File: config.mk
export PLATFORM = sky130hd
export DESIGN_NAME = apb_bus_arbiter_flat
export DESIGN_NICKNAME = d
export VERILOG_FILES = /design/src/rtl/apb_bus_arbiter_if.sv /design/src/rtl/apb_bus_arbiter.sv /design/src/flat_wrapper.sv
export SDC_FILE = /design/constraint.sdc
export NUM_CORES = 1
export LEC_CHECK = 0
export BUFFER_PORTS_ARGS = -buffer_cell sky130_fd_sc_hd__clkbuf_2
export CAP_MARGIN = 20
export CORE_MARGIN = 5
export CORE_UTILIZATION = 45
export CTS_BUF_LIST = sky130_fd_sc_hd__clkbuf_8
export DETAILED_ROUTE_END_ITERATION = 10
export GPL_TIMING_DRIVEN = 0
export PLACE_DENSITY = 0.83
export SLEW_MARGIN = 20
export SYNTH_ARGS = -nofsm -noshare
export SYNTH_HDL_FRONTEND = slang
export SYNTH_SLANG_ARGS = --single-unit
File: constraint.sdc
create_clock -name clk -period 3.19 [get_ports clk]
set_clock_uncertainty 0.15 [all_clocks]
set_input_delay 0.638 -clock clk [delete_from_list [all_inputs] [get_ports clk]]
set_output_delay 0.638 -clock clk [all_outputs]
set_load 0.005 [all_outputs]
File: src/rtl/apb_bus_arbiter_if.sv
// APB master-side bus between apb_bus_arbiter and apb_slave.
// The master drives the command, and the slave returns ready, read data and error.
interface apb_bus_arbiter_if;
  logic        wr_in;
  logic        en;
  logic        en_in;
  logic [2:0]  sel_port;
  logic [11:0] addr_in;
  logic [31:0] data_in;
  logic        ready;
  logic [31:0] readdata;
  logic        PSLVERR;

  modport master (
    output wr_in, en, en_in, sel_port, addr_in, data_in,
    input  ready, readdata, PSLVERR
  );

  modport slave (
    input  wr_in, en, en_in, sel_port, addr_in, data_in,
    output ready, readdata, PSLVERR
  );
endinterface

File: src/rtl/apb_bus_arbiter.sv
// Round-robin arbiter that shares one APB master path between NREQ requesters.
// Define APB_TIMEOUT_EN to force an error completion after TIMEOUT_CYC ACCESS wait cycles.
module apb_bus_arbiter #(
  parameter int unsigned NREQ        = 3,
  parameter int unsigned TIMEOUT_CYC = 255
) (
  input  logic                 clk,
  input  logic                 rst,
  input  logic [NREQ-1:0]      req,
  input  logic [NREQ-1:0]      req_wr,
  input  logic [NREQ*15-1:0]   req_addr,
  input  logic [NREQ*32-1:0]   req_wdata,
  output logic [NREQ-1:0]      gnt,
  output logic [NREQ-1:0]      rsp_valid,
  output logic [31:0]          rsp_rdata,
  output logic                 rsp_err,
  output logic                 busy,
  apb_bus_arbiter_if.master    apb
);

  localparam int unsigned PW = $clog2(NREQ);

  generate
    if (NREQ < 2 || NREQ > 8 || TIMEOUT_CYC < 1) begin : g_bad_param
      $error("apb_bus_arbiter: parameter out of range");
    end
  endgenerate

  typedef enum logic [1:0] {IDLE, SETUP, ACCESS} state_t;

  state_t          state;
  logic [PW-1:0]   rr_ptr;
  logic [PW-1:0]   owner;
  logic [PW-1:0]   win;
  logic [PW-1:0]   nxt_ptr;
  logic            found;
  logic            done;
  logic            done_err;
  logic [31:0]     done_rdata;
  int unsigned     idx;

`ifdef APB_TIMEOUT_EN
  localparam int unsigned TW = ($clog2(TIMEOUT_CYC + 1) > 8) ? $clog2(TIMEOUT_CYC + 1) : 8;
  logic [TW-1:0] tcnt;
`endif

  // Search starts at rr_ptr and wraps, so the last owner gets lowest priority.
  always_comb begin
    found = 1'b0;
    win   = '0;
    idx   = 0;
    for (int unsigned i = 0; i < NREQ; i++) begin
      idx = (i + 32'(rr_ptr)) % NREQ;
      if (!found && req[PW'(idx)]) begin
        found = 1'b1;
        win   = PW'(idx);
      end
    end
  end

  always_comb begin
    gnt = '0;
    if (rst && state == IDLE && found) gnt[win] = 1'b1;
  end

  assign nxt_ptr = (owner == PW'(NREQ - 1)) ? '0 : owner + 1'b1;

  always_comb begin
    done       = (state == ACCESS) && apb.ready;
    done_err   = apb.PSLVERR;
    done_rdata = apb.wr_in ? '0 : apb.readdata;
`ifdef APB_TIMEOUT_EN
    if (state == ACCESS && !apb.ready && tcnt == TW'(TIMEOUT_CYC - 1)) begin
      done       = 1'b1;
      done_err   = 1'b1;
      done_rdata = '0;
    end
`endif
  end

  always_ff @(posedge clk or negedge rst) begin
    if (!rst) begin
      state        <= IDLE;
      rr_ptr       <= '0;
      owner        <= '0;
      rsp_valid    <= '0;
      rsp_rdata    <= '0;
      rsp_err      <= 1'b0;
      busy         <= 1'b0;
      apb.wr_in    <= 1'b0;
      apb.en       <= 1'b0;
      apb.en_in    <= 1'b0;
      apb.sel_port <= '0;
      apb.addr_in  <= '0;
      apb.data_in  <= '0;
`ifdef APB_TIMEOUT_EN
      tcnt         <= '0;
`endif
    end else begin
      rsp_valid <= '0;
      unique case (state)
        IDLE: begin
          if (found) begin
            owner                      <= win;
            apb.wr_in                  <= req_wr[win];
            {apb.sel_port, apb.addr_in} <= req_addr[32'(win)*15 +: 15];
            apb.data_in                <= req_wdata[32'(win)*32 +: 32];
            apb.en_in                  <= 1'b1;
            busy                       <= 1'b1;
            state                      <= SETUP;
          end
        end
        SETUP: begin
          apb.en <= 1'b1;
          state  <= ACCESS;
`ifdef APB_TIMEOUT_EN
          tcnt   <= '0;
`endif
        end
        ACCESS: begin
          if (done) begin
            rsp_valid[owner] <= 1'b1;
            rsp_rdata        <= done_rdata;
            rsp_err          <= done_err;
            rr_ptr           <= nxt_ptr;
            apb.en           <= 1'b0;
            apb.en_in        <= 1'b0;
            busy             <= 1'b0;
            state            <= IDLE;
          end
`ifdef APB_TIMEOUT_EN
          else begin
            tcnt <= tcnt + 1'b1;
          end
`endif
        end
        default: state <= IDLE;
      endcase
    end
  end

endmodule

File: src/flat_wrapper.sv
// flat-port wrapper written by rule: the top's interface ports become plain ports
module apb_bus_arbiter_flat 
#(
  parameter int unsigned NREQ        = 3,
  parameter int unsigned TIMEOUT_CYC = 255
)
  (clk, rst, req, req_wr, req_addr, req_wdata, gnt, rsp_valid, rsp_rdata, rsp_err, busy, apb_wr_in, apb_en, apb_en_in, apb_sel_port, apb_addr_in, apb_data_in, apb_ready, apb_readdata, apb_PSLVERR);
  apb_bus_arbiter_if apb_i ();
  input  logic clk;
  input  logic rst;
  input  logic [NREQ-1:0] req;
  input  logic [NREQ-1:0] req_wr;
  input  logic [NREQ*15-1:0] req_addr;
  input  logic [NREQ*32-1:0] req_wdata;
  output logic [NREQ-1:0] gnt;
  output logic [NREQ-1:0] rsp_valid;
  output logic [31:0] rsp_rdata;
  output logic rsp_err;
  output logic busy;
  output wire logic [$bits(apb_i.wr_in)-1:0] apb_wr_in;
  output wire logic [$bits(apb_i.en)-1:0] apb_en;
  output wire logic [$bits(apb_i.en_in)-1:0] apb_en_in;
  output wire logic [$bits(apb_i.sel_port)-1:0] apb_sel_port;
  output wire logic [$bits(apb_i.addr_in)-1:0] apb_addr_in;
  output wire logic [$bits(apb_i.data_in)-1:0] apb_data_in;
  input wire logic [$bits(apb_i.ready)-1:0] apb_ready;
  input wire logic [$bits(apb_i.readdata)-1:0] apb_readdata;
  input wire logic [$bits(apb_i.PSLVERR)-1:0] apb_PSLVERR;
  assign apb_wr_in = apb_i.wr_in;
  assign apb_en = apb_i.en;
  assign apb_en_in = apb_i.en_in;
  assign apb_sel_port = apb_i.sel_port;
  assign apb_addr_in = apb_i.addr_in;
  assign apb_data_in = apb_i.data_in;
  assign apb_i.ready = apb_ready;
  assign apb_i.readdata = apb_readdata;
  assign apb_i.PSLVERR = apb_PSLVERR;
  apb_bus_arbiter #(.NREQ(NREQ), .TIMEOUT_CYC(TIMEOUT_CYC)) u_core (.clk(clk), .rst(rst), .req(req), .req_wr(req_wr), .req_addr(req_addr), .req_wdata(req_wdata), .gnt(gnt), .rsp_valid(rsp_valid), .rsp_rdata(rsp_rdata), .rsp_err(rsp_err), .busy(busy), .apb(apb_i));
endmodule
Yosys cells after proc, flatten, opt, wreduce, memory -nomap -nowiden
Index checks and enable logic that the tools add are counted.
{"block": "word_totals", "reg_bits": 92, "output_inout_bits": 90, "word_cells": 80}
{"block": "op_classes", "n_addsub": 3, "n_mul": 1, "n_div": 3, "magnitude_cmp": 7, "n_eq_ne": 5, "n_shift": 2, "mux": 30, "n_reduce_logical": 17}
{"cell": "variable part select 96 x 8 -> 32 bit", "count": 1}
{"cell": "modulo 32 x 2 -> 32 bit (second input constant)", "count": 2}
{"cell": "variable part select 45 x 7 -> 15 bit", "count": 1}
{"cell": "modulo 2 x 2 -> 32 bit (second input constant)", "count": 1}
{"cell": "2-to-1 mux 32 bit", "count": 1}
{"cell": "< comparator 2 x 3 -> 1 bit (second input constant)", "count": 5}
{"cell": "2-to-1 mux 2 bit", "count": 6}
{"cell": "2-to-1 mux 1 bit", "count": 11}
{"cell": "2-to-1 mux 3 bit", "count": 3}
{"cell": "binary-select mux 1 bit (select 2 bit)", "count": 4}
{"cell": "AND reduction 2 bit", "count": 4}
{"cell": "logical AND 1 bit", "count": 7}
{"cell": "multiplier 2 x 4 -> 6 bit (second input constant)", "count": 1}
{"cell": "one-hot mux 2 bit (3 select lines)", "count": 1}
{"cell": "demux 1 bit (select 2 bit)", "count": 2}
{"cell": "equality test 2 bit (second input constant)", "count": 2}
{"cell": "greater-or-equal comparator 2 x 1 -> 1 bit (second input constant)", "count": 2}
{"cell": "!= test 2 x 1 -> 1 bit (second input constant)", "count": 2}
{"cell": "one-hot mux 1 bit (2 select lines)", "count": 2}
{"cell": "nonzero test 2 bit", "count": 2}
{"cell": "adder 1 x 2 -> 3 bit (first input constant)", "count": 1}
{"cell": "adder 2 x 2 -> 3 bit (first input constant)", "count": 1}
{"cell": "AND reduction 3 bit", "count": 1}
{"cell": "adder 2 x 1 -> 2 bit (second input constant)", "count": 1}
{"cell": "3 further kinds", "count": 4}

Longest topological paths before layout
{"block": "logic_depth", "depth_word": 15, "mapped_depth": 11, "mapped_depth_nobuf": 8}

Least setup slack after synthesis
No wires, ideal clock.
{"block": "synth_path", "path_kind": "register to output", "from": "register u_core.rr_ptr[1]", "to": "output gnt[1]", "arrival_time_ns": 2.055, "path_slack_ns": 0.347, "path_stages_with_launch": 11, "n_path_buf": 3, "cell_sequence": "dfrtp_1 > inv_1 > ha_1 > buf_2 > mux2i_1 > or2_2 > o2111ai_1 > mux2i_1 > buf_4 > buf_4 > nor3_1"}
{"block": "synth_between", "elab_chain_cells": 15, "elab_cells_between_ends": 28, "classes_between": "add/sub: 2; div: 3; order compare: 2; mux: 15; reduce/logical: 6"}
{"item": "from (decl)", "line_no": "apb_bus_arbiter.sv:32", "source": "logic [PW-1:0] rr_ptr;"}
{"item": "from (signal assigned)", "line_no": "apb_bus_arbiter.sv:125", "source": "rr_ptr <= nxt_ptr;"}
{"item": "branches (longest 14 deep; another with modulo 32 x 2 -> 32 bit)"}
{"item": "2-to-1 mux 3 bit *", "line_no": "apb_bus_arbiter.sv:63", "source": "if (rst && state == IDLE && found) gnt[win] = 1'b1;"}
{"item": "to (decl)", "line_no": "flat_wrapper.sv:15", "source": "output logic [NREQ-1:0] gnt;"}
Every way passes the cells marked *. The select of a mux whose other input is x is not followed.

Worst setup path in the final report
{"block": "layout_path", "from": "register u_core.rr_ptr[0]", "to": "output gnt[0]"}
Same word-level chain as after synthesis.

==> impl_metrics.toml <==
[cells_and_area]
fin_area_mm2 = 0.006501
nets = 917
fill_cells = 808
area.growth.synth_to_final_pct = 46.49
ff_latch_area_mm2 = 0.002303
multi_input_area_mm2 = 0.002132
drive_gt1_share_pct = 47.62
diodes = 0

[worst_setup_path]
worstReg2RegStart = "u_core.rr_ptr[1]"
cp.required_ns = 2.40
critical_path.most_common_cell = "buf_4"
crit_path_cell_trace = "buf_4 -> ha_2 -> nor2b_4 -> o21a_1 -> o41ai_4 -> buf_4 -> a2111oi_4 -> nor2b_2 -> clkbuf_2"
cp_slowest_cell = "dfrtp_2"
crit_type = "flip-flop to primary output"
crit_family = "compound AO/OA/AOI/OAI gates"
path_max_fanout = 4
cp-end-kind = "primary output"
crit_path_max_incr_delay_ns = 0.44
crit_arrival_ns = 2.47
worst_setup_path_start_kind = "flip-flop"
startpoint = "u_core.rr_ptr[0]"
worst-path-buf-inv = 3

[sta]
hold_viol_final = 0
setup_ws_ns = -0.06937
finalSetupViolCount = 3
fin_crit_sh_pct = 102.2
max_slew_margin_pct = 50.08
worstMarginPinSlew_ns = 0.7488
period_needed_ns = 3.259
rsz0062_at_grt = "yes"
max_freq_mhz = 306.8
slew_violations = 0

[floorplan]
die_h_um = 109.3
start_util_pct = 45.83
fp.dieW_um = 109.3
ios = 273
core_area_mm2 = 0.009684
rows = 36
die-area_mm2 = 0.01195

[synth]
synth_edf_count = 0
async_reset_ff_share_pct = 100.0
synth_commonest_cells = "92 x dfrtp_1, 62 x o21ai_0, 52 x mux2i_1, 48 x a22oi_1, 37 x nand2_1"
synthFlopType = "dfrtp_1"
ys_warn_count = 0
synthCells = 427
ys_ff_latch = 92
syn_avg_cell_area_um2 = 10.39
synth_area_leaders = "dfrtp_1 52%, mux2i_1 12%, a22oi_1 8.1%"
netlist_area_mm2 = 0.004438
synth_top_area_share_pct = 51.87
synth.largest_area_cell = "dfrtp_1"
ys_types = 32
ys_seq_area_share_pct = 51.87
synth_most_common_cell = "dfrtp_1"
synth_nets = 614

[grt]
grt_antenna_before_repair = 0
grt_max_degree = 95
grt_pass1_wl_um = 24030
grtUsageTotal_pct = 26.27
overflow = 0
grt_pass1_vias = 4751

[placed_design]
place_area_mm2 = 0.005974
dp_hpwl_um = 12500
io_buffers = 272
routabilityCongestion = 0.8480

[cts]
cts_max_level = 3
clockBufferDepth = 2
clock_sinks = 92
cts_tree = "yes"
cts_root_buf = "clkbuf_8"
clock_latency_ns = 0.35
clk_pin_slew_worst_paths_ns = 0.09
cts_buffers = 9

[drt]
drc = 0
vias = 4563
drt_iter0_drc = 249
routed_via_density = 5.257
routed_wl_um = 16150
ant_nets = 0
dr.pass1.iters = 4
routedWlPerCell_um = 18.61

[outcome]
violations = "negative setup slack"
run_status = "complete, but fails checks"

[flow_run]
cap_violations = 0

[power]
power_per_cell_area_mw_per_mm2 = 1009
vdd_drop_max_v = 0.0005056
total_power_mw = 6.559
p_leak_nw = 3.533

[worst_hold_path]
hold_class = "input port to asynchronous set/reset pin"
[repair_timing]
action	in CTS	in global routing
pin swaps	8	6
resized for setup	37	7
hold endpoints to repair	0	0
endpoints found under the setup margin	7	4
hold buffers	0	0
buffers inserted	15	8
[routing by layer]
metal	share of wire, %	wire length [µm]	global-route usage, %
met1	36	5878	30.06
met2	51	8251	45.61
met3	9.4	1514	8.103
met4	3.1	508	10.95
met5	0	0	0
[report_power, final]
part           leakage (nW)  switching [mW]  internal, mW
combinational          2.29            1.97          1.78
sequential             1.15           0.339          1.74
clock                0.0938           0.420         0.304
total                  3.53            2.73          3.83
[layout make-up]
cell class	instances	share of cell area, %
repair buffers	295	23.79
plain buffers	30	2.367
clock buffers	10	2.117
multi-input cells	296	32.79
clock inverters	6	0.5966
well taps	133	2.560
inverters	6	0.3464
flip-flops and latches	92	35.43
[worst paths after layout]
kind / to / slack [ns] / depth (start not counted)
worst min-delay path: u_core.rsp_rdata[11] / 0.19 / 1
worst max register to register: u_core.apb.data_in[30] / 0.19 / 12
worst max-delay path: gnt[0] / -0.07 / 9
worst min register to register: u_core.rsp_valid[2] / 0.32 / 1
max in group asynchronous: u_core.state[0] / 2.16 / 1
min in group clk: u_core.rsp_valid[2] / 0.32 / 1
[stage by stage]
stage | utilization [%] | TNS (ns) | setup slack [ns] | hold slack [ns] | instances
final | 67.13 | -0.1848 | -0.06937 | 0.1912 | 868
after floorplan | - | 0 | 0.3471 | 0.1924 | 427
after CTS | 66.34 | -0.003036 | -0.003036 | 0.2163 | 860
after global routing | 67.13 | -0.5335 | -0.1964 | 0.2406 | 868
after detailed placement | 61.69 | -1.071 | -0.3628 | 0.3050 | 832
after global placement | 61.60 | -1.513 | -0.5457 | 0.3031 | 832
[placed cells by master (no fill, tap or decap), types with 2 or more instances in the layout]
cell type,n
inv_2,2
clkinv_2,2
nor2b_1,2
nor2b_2,2
nor3_2,2
a21oi_1,3
inv_1,5
o21ai_1,20
o21ai_0,62
mux2i_4,3
nor2_1,4
ha_4,2
a22oi_1,48
clkbuf_8,11
mux2i_1,48
nand2_1,36
nand2b_1,33
nor2_4,2
buf_4,23
clkbuf_1,19
a21o_1,4
buf_2,9
dfrtp_1,91
ha_2,2
nand3b_1,2
clkbuf_2,270
nor3_1,2
mux2_2,2
[sequential cells by signal (all words and copies together), names as in the netlist]
register	flops
u_core.apb.addr_in	12
u_core.apb.data_in	32
u_core.apb.en	1
u_core.apb.en_in	1
u_core.apb.sel_port	3
u_core.apb.wr_in	1
u_core.owner	2
u_core.rr_ptr	2
u_core.rsp_err	1
u_core.rsp_rdata	32
u_core.rsp_valid	3
u_core.state	2
[kinds of logic (layout without fill, tap and decap cells)]
| group | after synthesis | count (layout) | synth area share (%) |
|---|---|---|---|
| compound gates | 145 | 145 | 20.36 |
| fa+ha+maj | 4 | 4 | 1.128 |
| buf+inv | 39 | 347 | 3.834 |
| flops | 92 | 92 | 51.87 |
| mux | 54 | 54 | 12.24 |
| simple gates | 93 | 93 | 10.57 |
Power figures use the tool's default switching activity.
